## config.mk

```make
export PLATFORM = sky130hd
export DESIGN_NAME = link_rx
export DESIGN_NICKNAME = d
export VERILOG_FILES = /design/src/rtl/snake_pkg.sv /design/src/rtl/uart_rx_byte.sv /design/src/rtl/link_rx.sv
export SDC_FILE = /design/constraint.sdc
export NUM_CORES = 1
export LEC_CHECK = 0
export ABC_AREA = 1
export BUFFER_PORTS_ARGS = -buffer_cell sky130_fd_sc_hd__buf_2
export CAP_MARGIN = 20
export CORE_UTILIZATION = 57
export DETAILED_ROUTE_END_ITERATION = 8
export GPL_TIMING_DRIVEN = 0
export PLACE_DENSITY = 0.75
export SYNTH_ARGS = -nofsm -noshare
export SYNTH_HDL_FRONTEND = slang
export SYNTH_SLANG_ARGS = --single-unit
```

## constraint.sdc

```tcl
create_clock -name clk -period 7.9 [get_ports clk]
set_input_delay 2.37 -clock clk [delete_from_list [all_inputs] [get_ports clk]]
set_output_delay 2.37 -clock clk [all_outputs]
set_load 0.05 [all_outputs]
```

## src/rtl/snake_pkg.sv

```systemverilog
// Shared types and constants for the snake board-to-board serial link.
// Imported by the UART byte receiver and the link decoder.
package snake_pkg;

  // 75 MHz system clock / 115200 baud.
  localparam int unsigned DefaultClksPerBit = 651;

  typedef enum logic [1:0] {
    DirUp    = 2'b00,
    DirDown  = 2'b01,
    DirLeft  = 2'b10,
    DirRight = 2'b11
  } direction_t;

  typedef enum logic [1:0] {
    LinkDir   = 2'b00,
    LinkSeedX = 2'b01,
    LinkSeedY = 2'b10,
    LinkStart = 2'b11
  } link_type_t;

  typedef enum logic [1:0] {
    StIdle,
    StStart,
    StData,
    StStop
  } rx_state_t;

  function automatic link_type_t byte_type(input logic [7:0] b);
    return link_type_t'(b[7:6]);
  endfunction

endpackage

```

## src/rtl/uart_rx_byte.sv

```systemverilog
// 8N1 UART byte deserializer with input synchronizer and mid-bit sampling.
// valid/frame_err are decoded from the registered FSM state during the stop-bit sample cycle.
module uart_rx_byte
  import snake_pkg::*;
#(
  parameter int unsigned CLKS_PER_BIT = DefaultClksPerBit
) (
  input  logic       clk,
  input  logic       rst,
  input  logic       rx,
  output logic [7:0] data,
  output logic       valid,
  output logic       frame_err
);

  localparam int unsigned CntW = $clog2(CLKS_PER_BIT);
  localparam logic [CntW-1:0] BitLast  = CntW'(CLKS_PER_BIT - 1);
  localparam logic [CntW-1:0] HalfLast = CntW'(CLKS_PER_BIT / 2 - 1);

  rx_state_t       state_q;
  logic [CntW-1:0] cnt_q;
  logic [2:0]      bit_idx_q;
  logic [7:0]      shift_q;
  logic            rx_meta_q;
  logic            rx_sync_q;
  logic            wait_high_q;

  always_ff @(posedge clk or posedge rst) begin
    if (rst) begin
      rx_meta_q   <= 1'b1;
      rx_sync_q   <= 1'b1;
      state_q     <= StIdle;
      cnt_q       <= '0;
      bit_idx_q   <= '0;
      shift_q     <= '0;
      wait_high_q <= 1'b0;
    end else begin
      rx_meta_q <= rx;
      rx_sync_q <= rx_meta_q;
      unique case (state_q)
        StIdle: begin
          // After a framing error the line must return high before a new start.
          if (rx_sync_q) begin
            wait_high_q <= 1'b0;
          end else if (!wait_high_q) begin
            state_q <= StStart;
            cnt_q   <= '0;
          end
        end
        StStart: begin
          if (cnt_q == HalfLast) begin
            cnt_q     <= '0;
            bit_idx_q <= '0;
            state_q   <= rx_sync_q ? StIdle : StData;
          end else begin
            cnt_q <= cnt_q + 1'b1;
          end
        end
        StData: begin
          if (cnt_q == BitLast) begin
            cnt_q     <= '0;
            shift_q   <= {rx_sync_q, shift_q[7:1]};
            bit_idx_q <= bit_idx_q + 1'b1;
            if (bit_idx_q == 3'd7) state_q <= StStop;
          end else begin
            cnt_q <= cnt_q + 1'b1;
          end
        end
        StStop: begin
          if (cnt_q == BitLast) begin
            cnt_q   <= '0;
            state_q <= StIdle;
            if (!rx_sync_q) wait_high_q <= 1'b1;
          end else begin
            cnt_q <= cnt_q + 1'b1;
          end
        end
        default: state_q <= StIdle;
      endcase
    end
  end

  logic stop_hit;

  always_comb begin
    stop_hit  = (state_q == StStop) && (cnt_q == BitLast);
    valid     = stop_hit && rx_sync_q;
    frame_err = stop_hit && !rx_sync_q;
    data      = shift_q;
  end

endmodule

```

## src/rtl/link_rx.sv

```systemverilog
// Peer-link receiver: decodes DIR / SEED_X / SEED_Y / START bytes from the UART
// and flags a lost link after TIMEOUT_CYCLES without a valid byte.
module link_rx
  import snake_pkg::*;
#(
  parameter int unsigned CLKS_PER_BIT   = DefaultClksPerBit,
  parameter int unsigned TIMEOUT_CYCLES = 75_000_000
) (
  input  logic       clk,
  input  logic       rst,
  input  logic       rx,
  output direction_t dir2,
  output logic       rcvdir,
  output logic [5:0] seed_x_out,
  output logic [5:0] seed_y_out,
  output logic       seed_vld,
  output logic       start_game,
  output logic       frame_err,
  output logic       con_error
);

  localparam int unsigned TW = $clog2(TIMEOUT_CYCLES + 1);
  localparam logic [TW-1:0] TimeoutMax = TW'(TIMEOUT_CYCLES);

  logic [7:0]    rx_data;
  logic          rx_valid;
  logic          rx_ferr;
  logic [5:0]    x_q;
  logic          pending_q;
  logic [TW-1:0] idle_cnt_q;

  uart_rx_byte #(
    .CLKS_PER_BIT(CLKS_PER_BIT)
  ) u_uart_rx_byte (
    .clk      (clk),
    .rst      (rst),
    .rx       (rx),
    .data     (rx_data),
    .valid    (rx_valid),
    .frame_err(rx_ferr)
  );

  always_ff @(posedge clk or posedge rst) begin
    if (rst) begin
      dir2       <= DirUp;
      rcvdir     <= 1'b0;
      seed_x_out <= '0;
      seed_y_out <= '0;
      seed_vld   <= 1'b0;
      start_game <= 1'b0;
      frame_err  <= 1'b0;
      con_error  <= 1'b0;
      x_q        <= '0;
      pending_q  <= 1'b0;
      idle_cnt_q <= '0;
    end else begin
      rcvdir     <= 1'b0;
      seed_vld   <= 1'b0;
      start_game <= 1'b0;
      // valid and frame_err are exclusive, so at most one pulse fires per cycle.
      frame_err  <= rx_ferr;
      if (rx_valid) begin
        unique case (byte_type(rx_data))
          LinkDir: begin
            dir2   <= direction_t'(rx_data[1:0]);
            rcvdir <= 1'b1;
          end
          LinkSeedX: begin
            x_q       <= rx_data[5:0];
            pending_q <= 1'b1;
          end
          LinkSeedY: begin
            if (pending_q) begin
              seed_x_out <= x_q;
              seed_y_out <= rx_data[5:0];
              seed_vld   <= 1'b1;
              pending_q  <= 1'b0;
            end
          end
          LinkStart: begin
            start_game <= 1'b1;
            pending_q  <= 1'b0;
          end
          default: ;
        endcase
      end

      if (rx_valid) begin
        idle_cnt_q <= '0;
      end else if (idle_cnt_q != TimeoutMax) begin
        idle_cnt_q <= idle_cnt_q + 1'b1;
      end
      if (idle_cnt_q == TimeoutMax) con_error <= 1'b1;
    end
  end

endmodule
```

---- Yosys cells after proc, flatten, opt, wreduce, memory -nomap -nowiden ----
Index checks and enable logic that the tools add are counted.
storage, ports and cells
  flip-flop bits (word level) ............. 79
  bits of input ports ..................... 3
  output and inout port bits .............. 19
cells by class
  $add $sub $neg .......................... 3
  equal/unequal tests ..................... 19
  mux-type cells .......................... 30
  reductions and logical operators ........ 21
operators with widths
  operator               number
  $mux 27                2
  $mux 10                4
  $pmux 10 s3            1
  $add 27x1->27 const B  1
  $eq 27x27->1 const B   1
  $ne 27x27->1 const B   1
  $mux 2                 7
  $add 10x1->10 const B  1
  $eq 10x10->1 const B   1
  $eq 10x9->1 const B    1
  $mux 1                 10
  $ne 2x1->1 const B     5
  $reduce_and 2->1       5
  $eq 2x2->1 const B     4
  $pmux 2 s4             1
  $reduce_bool 2->1      4
  $mux 3                 2
  $ne 2x2->1 const B     3
  $pmux 3 s2             1
  $reduce_and 3->1       2
  $reduce_and 6->1       1
  $eq 2x1->1 const B     2
  $logic_not 2->1        2
  $pmux 1 s2             2
  6 further kinds        9

---- Depth between registers and ports, before layout ----
Gate-level depths: netlist of run 1.
  depth in word-level cells ............... 4
  mapped depth ............................ 12

---- By module ----
Synthesis of run 1 repeated with hierarchy kept, for this count alone.
unflattened totals
  cells, all modules ...................... 549
  area, all modules ....................... 4,244.1 um^2
by module, submodules not included
  module        instances  cells an instance  area an instance (um^2)  seq. area each (um^2)
  link_rx       1          381                2,845.2                  1,326.3
  uart_rx_byte  1          168                1,398.8                  653.1

---- Least setup slack after synthesis of run 1 ----
No wires, ideal clock.
  kind .................................... reg-to-output
  start ................................... register dir2[0]
  end ..................................... output dir2[0]
  arrival time ............................ 0.600 ns
  data required time ...................... 5.530 ns
  setup slack ............................. 4.930 ns
  cell stages (with the launch flop) ...... 1
  buffers on the path ..................... 0
  cells stage by stage .................... dfrtp_1
RTL lines
  element                 line           source
  from (decl)             link_rx.sv:12  output direction_t dir2,
  from (signal assigned)  link_rx.sv:45  dir2 <= DirUp;
  from (signal assigned)  link_rx.sv:65  dir2 <= direction_t'(rx_data[1:0]);
No word-level cell between the ends.

---- Final worst setup path of run 1 ----
  start ................................... register seed_y_out[4]
  end ..................................... output seed_y_out[4]
RTL lines
  element                 line           source
  from (decl)             link_rx.sv:15  output logic [5:0] seed_y_out,
  from (signal assigned)  link_rx.sv:75  seed_y_out <= rx_data[5:0];
No word-level cell between the ends.

==> flow_summary.toml, run 1 <==
[status]
status = "complete, no violations"

[worst_setup_path]
cp_data_arrival_time_ps = 990
crit_slowest_cell = "dfrtp_1"
cp_top_family = "flip-flops"
worst_setup_path_start_kind = "flop"
crit_path_max_fanout = 2
cp-end-kind = "output pin"
path_cells = "buf_2"
cpPeakStageDelay_ps = 370
crit_required_ps = 5530
path_buf_inv = 1
setup.worst_path.class = "reg2out"

[clock_network]
numCtsBuffers = 9
post_cts_buffers = 0
cts_root_buffer = "clkbuf_8"
clock-sinks = 79
ctsHoldBuffers = 0
clkSlewWorstSetupHoldPaths_ps = 90
htree_levels = 3
cts_tree = "built"
clockBufferDepth = 2
clkLatencyLatePin_ps = 360
ctsResizeCount = 0

[final_layout]
fin_util_pct = 66.88
layout_common_cells = "133 x nand2_1, 94 x inv_1, 77 x dfrtp_1"
fillCellCount = 592
drive_above_1_share_pct = 12.91
antennaDiodeCount = 0
final_common_cell = "nand2_1"
fin_nets = 591
final_cells = 677
area_growth_pct = 10.48

[power]
vdd_drop_max_mv = 0.1232
p_per_area_mw_per_mm2 = 151.2
power.total_uw = 702.2
p_leak_nw = 2.475

[yosys]
syn_avg_cell_area_um2 = 7.742
ys.flop_type = "dfrtp_1"
syn_inst = 543
async_flop_share_pct = 100.0
synth_edf_count = 0
synthTopCellsByArea = "dfrtp_1 46%, nand2_1 12%, inv_1 8.5%"
yosys_warnings = 0
yosysTopAreaCell = "dfrtp_1"
ys_ff_latch = 79
synthesis.area_mm2 = 0.004204
yosysSeqAreaShare_pct = 47.08
yosysUniqueCellTypes = 34
synth_fp_nets = 558
synth_top_area_share_pct = 45.83

[sta]
tightestPinTransition_ps = 431.1
slew_headroom_pct = 71.04
period_needed_ps = 3356
rsz0062_at_grt = "false"
fmax_mhz = 297.9
timing.setup.tns_ps = 0
maxSlewViolCount = 0
setup_viol = 0
clock_skew_ps = 11.31
hold_viol = 0
finalCritPeriodShare_pct = 42.49

[route]
vias_per_cell = 5.118
drc = 0
wl_um = 8589
firstDrtPassIters = 5
vias = 3465
post_drt_wl_per_cell_um = 12.69
drtAntennaViolNets = 0
drt_iter0_drc = 217

[die]
core_mm2 = 0.006944
dieHeight_um = 87.88
num_rows = 30
start_util_pct = 60.54
io_pins = 22
die_w_um = 87.88
die_area_mm2 = 0.007723

[grt]
grt_pass1_wl_um = 14800
first_global_vias = 3223
overflow = 0
grt_max_degree = 55
grt_use_total_pct = 24.87
antenna_found_initial = 0

[hold_path]
hold_path.class = "reg2reg"

[run]
maxCapViolCount = 0

[place]
numPortBuffers = 21
placed_cells = 661
hpwlAfterDp_um = 6448
place_congestion = 0.9092
-- worst paths after layout --
kind / startpoint / endpoint / slack (ps) / depth (start not counted)
worst max register to register: idle_cnt_q[1] / idle_cnt_q[22] / 5980 / 11
min in group asynchronous: rst / idle_cnt_q[20] / 1980 / 2
worst min-delay path: u_uart_rx_byte.rx_meta_q / u_uart_rx_byte.rx_sync_q / 360 / 0
worst min register to register: u_uart_rx_byte.rx_meta_q / u_uart_rx_byte.rx_sync_q / 360 / 0
worst max-delay path: seed_y_out[4] / seed_y_out[4] / 4540 / 1
max in group asynchronous: rst / u_uart_rx_byte.rx_meta_q / 5280 / 3
-- where the power goes --
group          switching (mW)  internal [mW]  leakage (nW)
registers            0.000494          0.405          1.07
clock network           0.166          0.120        0.0888
logic                 0.00833        0.00199          1.32
total                   0.175          0.527          2.47
-- synth_stat cells (2+ instances only) --
master	number
nand2_1	133
inv_1	95
dfrtp_1	77
nor2_1	54
nand3_1	35
nor3_1	32
o21ai_0	16
nand4_1	14
o21ai_1	14
ha_1	12
a21oi_1	9
buf_2	7
xor2_1	7
nand2_2	6
o21ai_2	5
nor2_2	4
inv_2	3
a31oi_1	2
dfstp_2	2
o211ai_1	2
-- final cells by class --
type | count | area [µm²] | share of cell area (%)
Inverter | 98 | 370.4 | 7.974
Tap cell | 96 | 120.1 | 2.586
Sequential cell | 79 | 1979 | 42.62
Clock inverter | 7 | 61.31 | 1.320
Multi-Input combinational cell | 357 | 1807 | 38.90
Clock buffer | 9 | 123.9 | 2.667
Buffer | 9 | 50.05 | 1.078
Timing Repair Buffer | 22 | 132.6 | 2.856
-- state kept, by name (all words and copies together) (netlist names), named ones only --
name and count:
idle_cnt_q 27, seed_y_out 6, pending_q 1, seed_vld 1
u_uart_rx_byte.bit_idx_q 3, u_uart_rx_byte.cnt_q 10, rcvdir 1, con_error 1
x_q 6, start_game 1, u_uart_rx_byte.rx_meta_q 1, u_uart_rx_byte.state_q 1
seed_x_out 6, frame_err 1, u_uart_rx_byte.rx_sync_q 1, dir2 2
u_uart_rx_byte.data 8, u_uart_rx_byte.wait_high_q 1
-- logic make-up (layout without fill, tap and decap cells) --
family	count (synthesis)	in the layout	synth area share (%)
buffers and inverters	107	145	9.940
AO/OA/AOI/OAI	51	51	6.905
adder cells (fa/ha/maj)	12	12	3.571
flip-flops	79	79	47.08
AND/OR/NAND/NOR	286	286	30.83
XOR/XNOR	8	8	1.667
-- routing by layer --
layer | track usage (%) | vias up | wire, µm
li1 | - | 1776 | -
met1 | 36.34 | 1605 | 4358
met3 | 4.053 | 10 | 352
met5 | 0 | - | 0
met2 | 37.70 | 74 | 3766
met4 | 8.346 | 0 | 113
-- stage by stage --
step / instance area (µm²) / setup WS (ps) / hold slack [ps]
2_1_floorplan: 4204 / 3510 / 345.2
3_3_place_gp: 4429 / 2603 / 346.4
3_5_place_dp: 4459 / 4876 / 349.1
4_1_cts: 4644 / 4534 / 362.2
5_1_grt: 4644 / 4500 / 364.0
6_report: 4644 / 4544 / 359.2
Note: power is estimated with default switching activity, not from simulation.
==> inputs of run 2 (changes only) <==
- CORE_UTILIZATION: 57 -> 55
- PLACE_DENSITY: 0.75 -> 0.76
- clock period: 7.9 -> 2.8 ns (I/O delays scaled with it)
==> flow_summary.toml, run 2 (synthesis results as in run 1) <==
[place]
hpwlAfterDp_um = 6233
place_congestion = 0.9840
numPortBuffers = 21

[worst_setup_path]
worst_r2r_startpoint = "u_uart_rx_byte.cnt_q[0]"
crit_end = "seed_y_out[4]"
cp-end-kind = "flop"
crit_path_max_fanout = 10
worst_setup_path_start_kind = "flop"
r2r_setup_slack_ps = 900
r2r_cells = 10
setup.worst_path.class = "reg2reg"
crit_required_ps = 3040
crit_path_start = "u_uart_rx_byte.cnt_q[0]"
r2r-end = "seed_y_out[4]"
cp_data_arrival_time_ps = 2150

[run]
maxCapViolCount = 0

[route]
wl_met2_um = 3778
drc = 0
firstDrtPassIters = 5
dr_wl_met3_um = 481
drt_iter0_drc = 245
post_drt_wl_per_cell_um = 12.27
vias_per_cell = 5.178
vias = 3521
wl_um = 8342
drtAntennaViolNets = 0
wl_met1_um = 3981
top_layer = "met4"

[final_layout]
multi_input_area_mm2 = 0.001807
area_growth_pct = 10.92
drive_above_1_share_pct = 12.91
fin_nets = 591
antennaDiodeCount = 0
largest_reg_flops = 27
fillCellCount = 614
top_register = "idle_cnt_q"
seq_area_mm2 = 0.001979
final_common_cell = "nand2_1"
layout_common_cells = "133 x nand2_1, 94 x inv_1, 77 x dfrtp_1"

[power]
switching_share_pct = 22.38
p_sw_uw = 457.9
vdd_drop_max_mv = 0.3204
comb_power_share_pct = 1.3
p_leak_nw = 2.481
p_clk_share_pct = 42.8
seqPwrFrac_pct = 55.9
p_int_mw = 1.588
p_per_area_mw_per_mm2 = 438.6

[sta]
rsz0062_at_grt = "false"
maxSlewViolCount = 0
setup_viol = 0
timing.setup.tns_ps = 0
finalCritPeriodShare_pct = 68.00
clock_skew_ps = 8.191
fin_hold_ws_ps = 358.0
fmax_mhz = 525.2
period_needed_ps = 1904
tightestPinTransition_ps = 806.2
hold_viol = 0
slew_headroom_pct = 46.14

[grt]
grt_max_degree = 44
antenna_found_initial = 0
overflow = 0
grt_pass1_wl_um = 14400
grt_use_total_pct = 23.38
first_global_vias = 3263

[status]
status = "complete, no violations"

[clock_network]
htree_levels = 3
clkLatencyLatePin_ps = 350
ctsResizeCount = 0
ctsHoldBuffers = 0
clkSlewWorstSetupHoldPaths_ps = 80
cts_tree = "built"
cts_root_buffer = "clkbuf_8"
post_cts_buffers = 0
clock-sinks = 79
numCtsBuffers = 9
clockBufferDepth = 2

[die]
start_util_pct = 57.35
die_w_um = 89.43
dieHeight_um = 89.43
die_area_mm2 = 0.007998
io_pins = 22
num_rows = 31
core_mm2 = 0.007331

[hold_path]
hold_path.class = "reg2reg"
run 2: cell types whose count changed in the layout (fill, tap and decap cells not counted):
cell | previous run | this run
inv_4 | 1 | 0
clkbuf_8 | 9 | 10
bufinv_16 | 0 | 1
buf_12 | 0 | 1
inv_8 | 1 | 0
buf_16 | 1 | 0
clkinv_2 | 0 | 1
inv_6 | 3 | 1
clkinv_4 | 1 | 2
run 2: cell type report:
cell class,instances,area share (%)
clock buffers,10,2.951
plain buffers,9,1.073
inverters,98,7.969
well taps,99,2.656
clock inverters,6,1.476
repair buffers,22,2.683
flip-flops and latches,79,42.45
multi-input cells,357,38.74
run 2: per-layer routing:
| metal | GRT usage [%] | up-vias |
|---|---|---|
| li1 | - | 1772 |
| met1 | 31.64 | 1630 |
| met2 | 36.09 | 102 |
| met3 | 7.664 | 17 |
| met4 | 6.494 | 0 |
| met5 | 0 | - |
run 2: power groups by stage:
| stage | Sequential, mW | Clock [mW] | Combinational (mW) |
|---|---|---|---|
| 6_report | 1.14 | 0.875 | 0.0271 |
| 5_1_grt | 1.14 | 0.941 | 0.0329 |
| 4_1_cts | 1.14 | 0.900 | 0.0292 |
| 3_5_place_dp | 1.17 | 0 | 0.0291 |
| 3_3_place_gp | 1.17 | 0 | 0.0255 |
| 2_1_floorplan | 1.17 | 0 | 0.0176 |
run 2: how the worst min path moves through the flow:
stage | cells past startpoint | start | slack [ps] | end
2_1_floorplan | 0 | u_uart_rx_byte.rx_meta_q | 350 | u_uart_rx_byte.rx_sync_q
3_3_place_gp | 0 | u_uart_rx_byte.rx_meta_q | 350 | u_uart_rx_byte.rx_sync_q
3_5_place_dp | 0 | u_uart_rx_byte.rx_meta_q | 350 | u_uart_rx_byte.rx_sync_q
4_1_cts | 0 | u_uart_rx_byte.rx_meta_q | 360 | u_uart_rx_byte.rx_sync_q
5_1_grt | 0 | u_uart_rx_byte.rx_meta_q | 360 | u_uart_rx_byte.rx_sync_q
6_report | 0 | u_uart_rx_byte.rx_meta_q | 360 | u_uart_rx_byte.rx_sync_q
run 2: worst max-delay path, stage by stage, from the launching register on:
cell and delay [ps]:
dfrtp_1 390, inv_1 130, ha_1 160, nand3_1 140, inv_2 100, nand3_4 110, nor2_8 180, nand4_4 150
buf_2 230, o21ai_1 150, inv_1 50
run 2: metrics by stage:
step                      utilization, %  setup slack (ps)  power, mW  area [µm²]  instances
after floorplan                        -              1066      1.184        4208        543
after global placement             60.52             509.9      1.192        4437        663
after detailed placement           60.80             909.6      1.196        4457        664
after CTS                          63.61             868.1      2.073        4663        680
after global routing               63.61             711.5      2.119        4663        680
final                              63.61             896.1      2.045        4663        680
==> inputs of run 3 (changes only) <==
- ABC_AREA: 1 -> 0
- CORE_UTILIZATION: 55 -> 54
- PLACE_DENSITY: 0.76 -> 0.75
- clock period: 2.8 -> 1.65 ns (I/O delays scaled with it)
==> flow_summary.toml, run 3 <==
[hold_path]
hold_path.class = "in2reg"

[yosys]
yosysMostFrequentCell = "dfrtp_1"
synth_common_cells = "77 x dfrtp_1, 35 x nor2_1, 26 x nand2_1"
synthTopCellsByArea = "dfrtp_1 51%, mux2_2 7.5%, ha_1 4.0%"
ys.flop_type = "dfrtp_1"
ys_ff_latch = 79
synth_fp_nets = 357
yosys_warnings = 0
yosysTopAreaCell = "dfrtp_1"
yosysUniqueCellTypes = 50
syn_inst = 342
yosysSeqAreaShare_pct = 52.65
async_flop_share_pct = 100.0
syn_avg_cell_area_um2 = 10.99
synthesis.area_mm2 = 0.003760
synth_edf_count = 0
synth_top_area_share_pct = 51.25

[power]
vdd_drop_max_mv = 0.5352
power.total_mw = 3.400
p_per_area_mw_per_mm2 = 676.9
p_leak_nw = 2.417

[place]
hpwlAfterDp_um = 4766
place_congestion = 0.7594
placed_cells = 444
numPortBuffers = 21
placed_area_mm2 = 0.004045

[grt]
grtUsageMet2_pct = 37.96
met1_usage_pct = 30.06
overflow = 0
grt_pass1_wl_um = 13110
met3_usage_pct = 7.198
grt_max_degree = 43
antenna_found_initial = 0
first_global_vias = 2735
grt.busiest_layer = "met2"
grt_use_total_pct = 23.39

[sta]
maxSlewViolCount = 0
tightestPinTransition_ps = 835.1
setup_ws_ps = -435.3
slew_headroom_pct = 44.21
hold_viol = 0
finalCritPeriodShare_pct = 126.4
setup_viol = 73
rsz0062_at_grt = "true"
fmax_mhz = 479.5
clock_skew_ps = 11.33
period_needed_ps = 2085

[worst_setup_path]
setup.worst_path.class = "reg2reg"
cp-end-kind = "flop"
worst_setup_path_start_kind = "flop"
crit_path_max_fanout = 6
cp_data_arrival_time_ps = 2330
crit_required_ps = 1890

[run]
maxCapViolCount = 0

[die]
die_area_mm2 = 0.007300
io_pins = 22
num_rows = 30
start_util_pct = 55.65
die_w_um = 85.44
core_mm2 = 0.006756
dieHeight_um = 85.44

[final_layout]
largest_reg_flops = 27
design_area_mm2 = 0.005024
fin_nets = 423
drive_above_1_share_pct = 44.31
fin_util_pct = 74.35
antennaDiodeCount = 0
final_common_cell = "dfrtp_1"
final_cells = 493
fillCellCount = 399
area_growth_pct = 33.61
top_register = "idle_cnt_q"
layout_common_cells = "71 x dfrtp_1, 26 x buf_4, 24 x nor2_1"

[clock_network]
cts_root_buffer = "clkbuf_8"
clockBufferDepth = 2
cts_tree = "built"
clkLatencyLatePin_ps = 360
numCtsBuffers = 9
htree_levels = 3
clkSlewWorstSetupHoldPaths_ps = 90
ctsHoldBuffers = 0
clock-sinks = 79

[route]
drc = 0
vias = 2920
vias_per_cell = 5.923
post_drt_wl_per_cell_um = 19.45
firstDrtPassIters = 4
wl_um = 9587
drtAntennaViolNets = 0
drt_iter0_drc = 159

[status]
violations = "negative setup slack"
status = "finished with violations"
[run 3: changes by cell type in the layout (fill, tap and decap cells not counted), moves of 7 or more]
cell | previous run | this run
nor2_1 | 54 | 24
nor3_1 | 32 | 5
buf_2 | 28 | 21
nand3_1 | 35 | 14
inv_1 | 94 | 9
o21ai_0 | 16 | 9
nand2_1 | 133 | 22
a21oi_1 | 9 | 2
o21ai_1 | 14 | 1
xnor2_1 | 1 | 14
buf_4 | 0 | 26
mux2_4 | 0 | 23
[run 3: per-layer routing]
layer	vias up	part of all wire, %
li1	1330	-
met1	1475	39
met2	86	54
met3	29	4.7
met4	0	2.6
met5	-	0
[run 3: path summary, 6_finish.rpt]
check	from	to	slack, ps	cells past startpoint
worst min-delay path	rx	u_uart_rx_byte.rx_meta_q	230	1
worst min register to register	u_uart_rx_byte.rx_meta_q	u_uart_rx_byte.rx_sync_q	360	0
min in group asynchronous	rst	con_error	280	2
worst max-delay path	u_uart_rx_byte.cnt_q[2]	x_q[5]	-440	6
worst max register to register	u_uart_rx_byte.cnt_q[2]	x_q[5]	-440	6
max in group asynchronous	rst	dir2[1]	700	3
[run 3: cell families (layout without fill, tap and decap cells)]
logic type      count (synthesis)  after routing  synth area share [%]
compound gates                 32             32                 5.391
xor+xnor                       27             27                 6.290
fa+ha+maj                      12             12                 3.993
buf+inv                        25             95                 2.862
flops                          79             79                 52.65
mux                            28             28                 8.552
simple gates                  139            140                 20.27
[run 3: layout make-up]
class                           instances  area [µm²]  area share, %
Tap cell                               80       100.1          1.993
Inverter                               15       62.56          1.245
Clock inverter                          5       40.04         0.7970
Clock buffer                           11       151.4          3.014
Buffer                                  6       66.31          1.320
Multi-Input combinational cell        239        2136          42.52
Timing Repair Buffer                   58       480.5          9.564
Sequential cell                        79        1987          39.55
[run 3: worst max-delay path, stage by stage (launching register included)]
cell and delay, ps:
dfrtp_1 470, nor3b_2 340, and3_4 270, buf_6 100, and3_4 230, nand3b_4 190, mux2_4 370
[run 3: per-stage QoR]
step	setup TNS (ps)	worst slack, ps	hold slack, ps
2_1_floorplan	-8583	-334.6	345.2
3_3_place_gp	-38790	-510.1	348.3
3_5_place_dp	-21040	-553.6	348.4
4_1_cts	-18270	-422.1	217.6
5_1_grt	-25330	-483.3	213.5
6_report	-20230	-435.3	229.0
[run 3: where the power goes]
group	total, mW	switching [mW]	internal [mW]
logic	0.0461	0.0388	0.00729
registers	1.94	0.00368	1.94
clock network	1.41	0.773	0.639
[run 3: repair_timing]
item                                    in CTS  in global routing
buffers inserted                            17                 17
endpoints found under the setup margin      73                 75
pin swaps                                    7                 13
gates cloned                                 2                  2
gates resized for setup                     53                 67
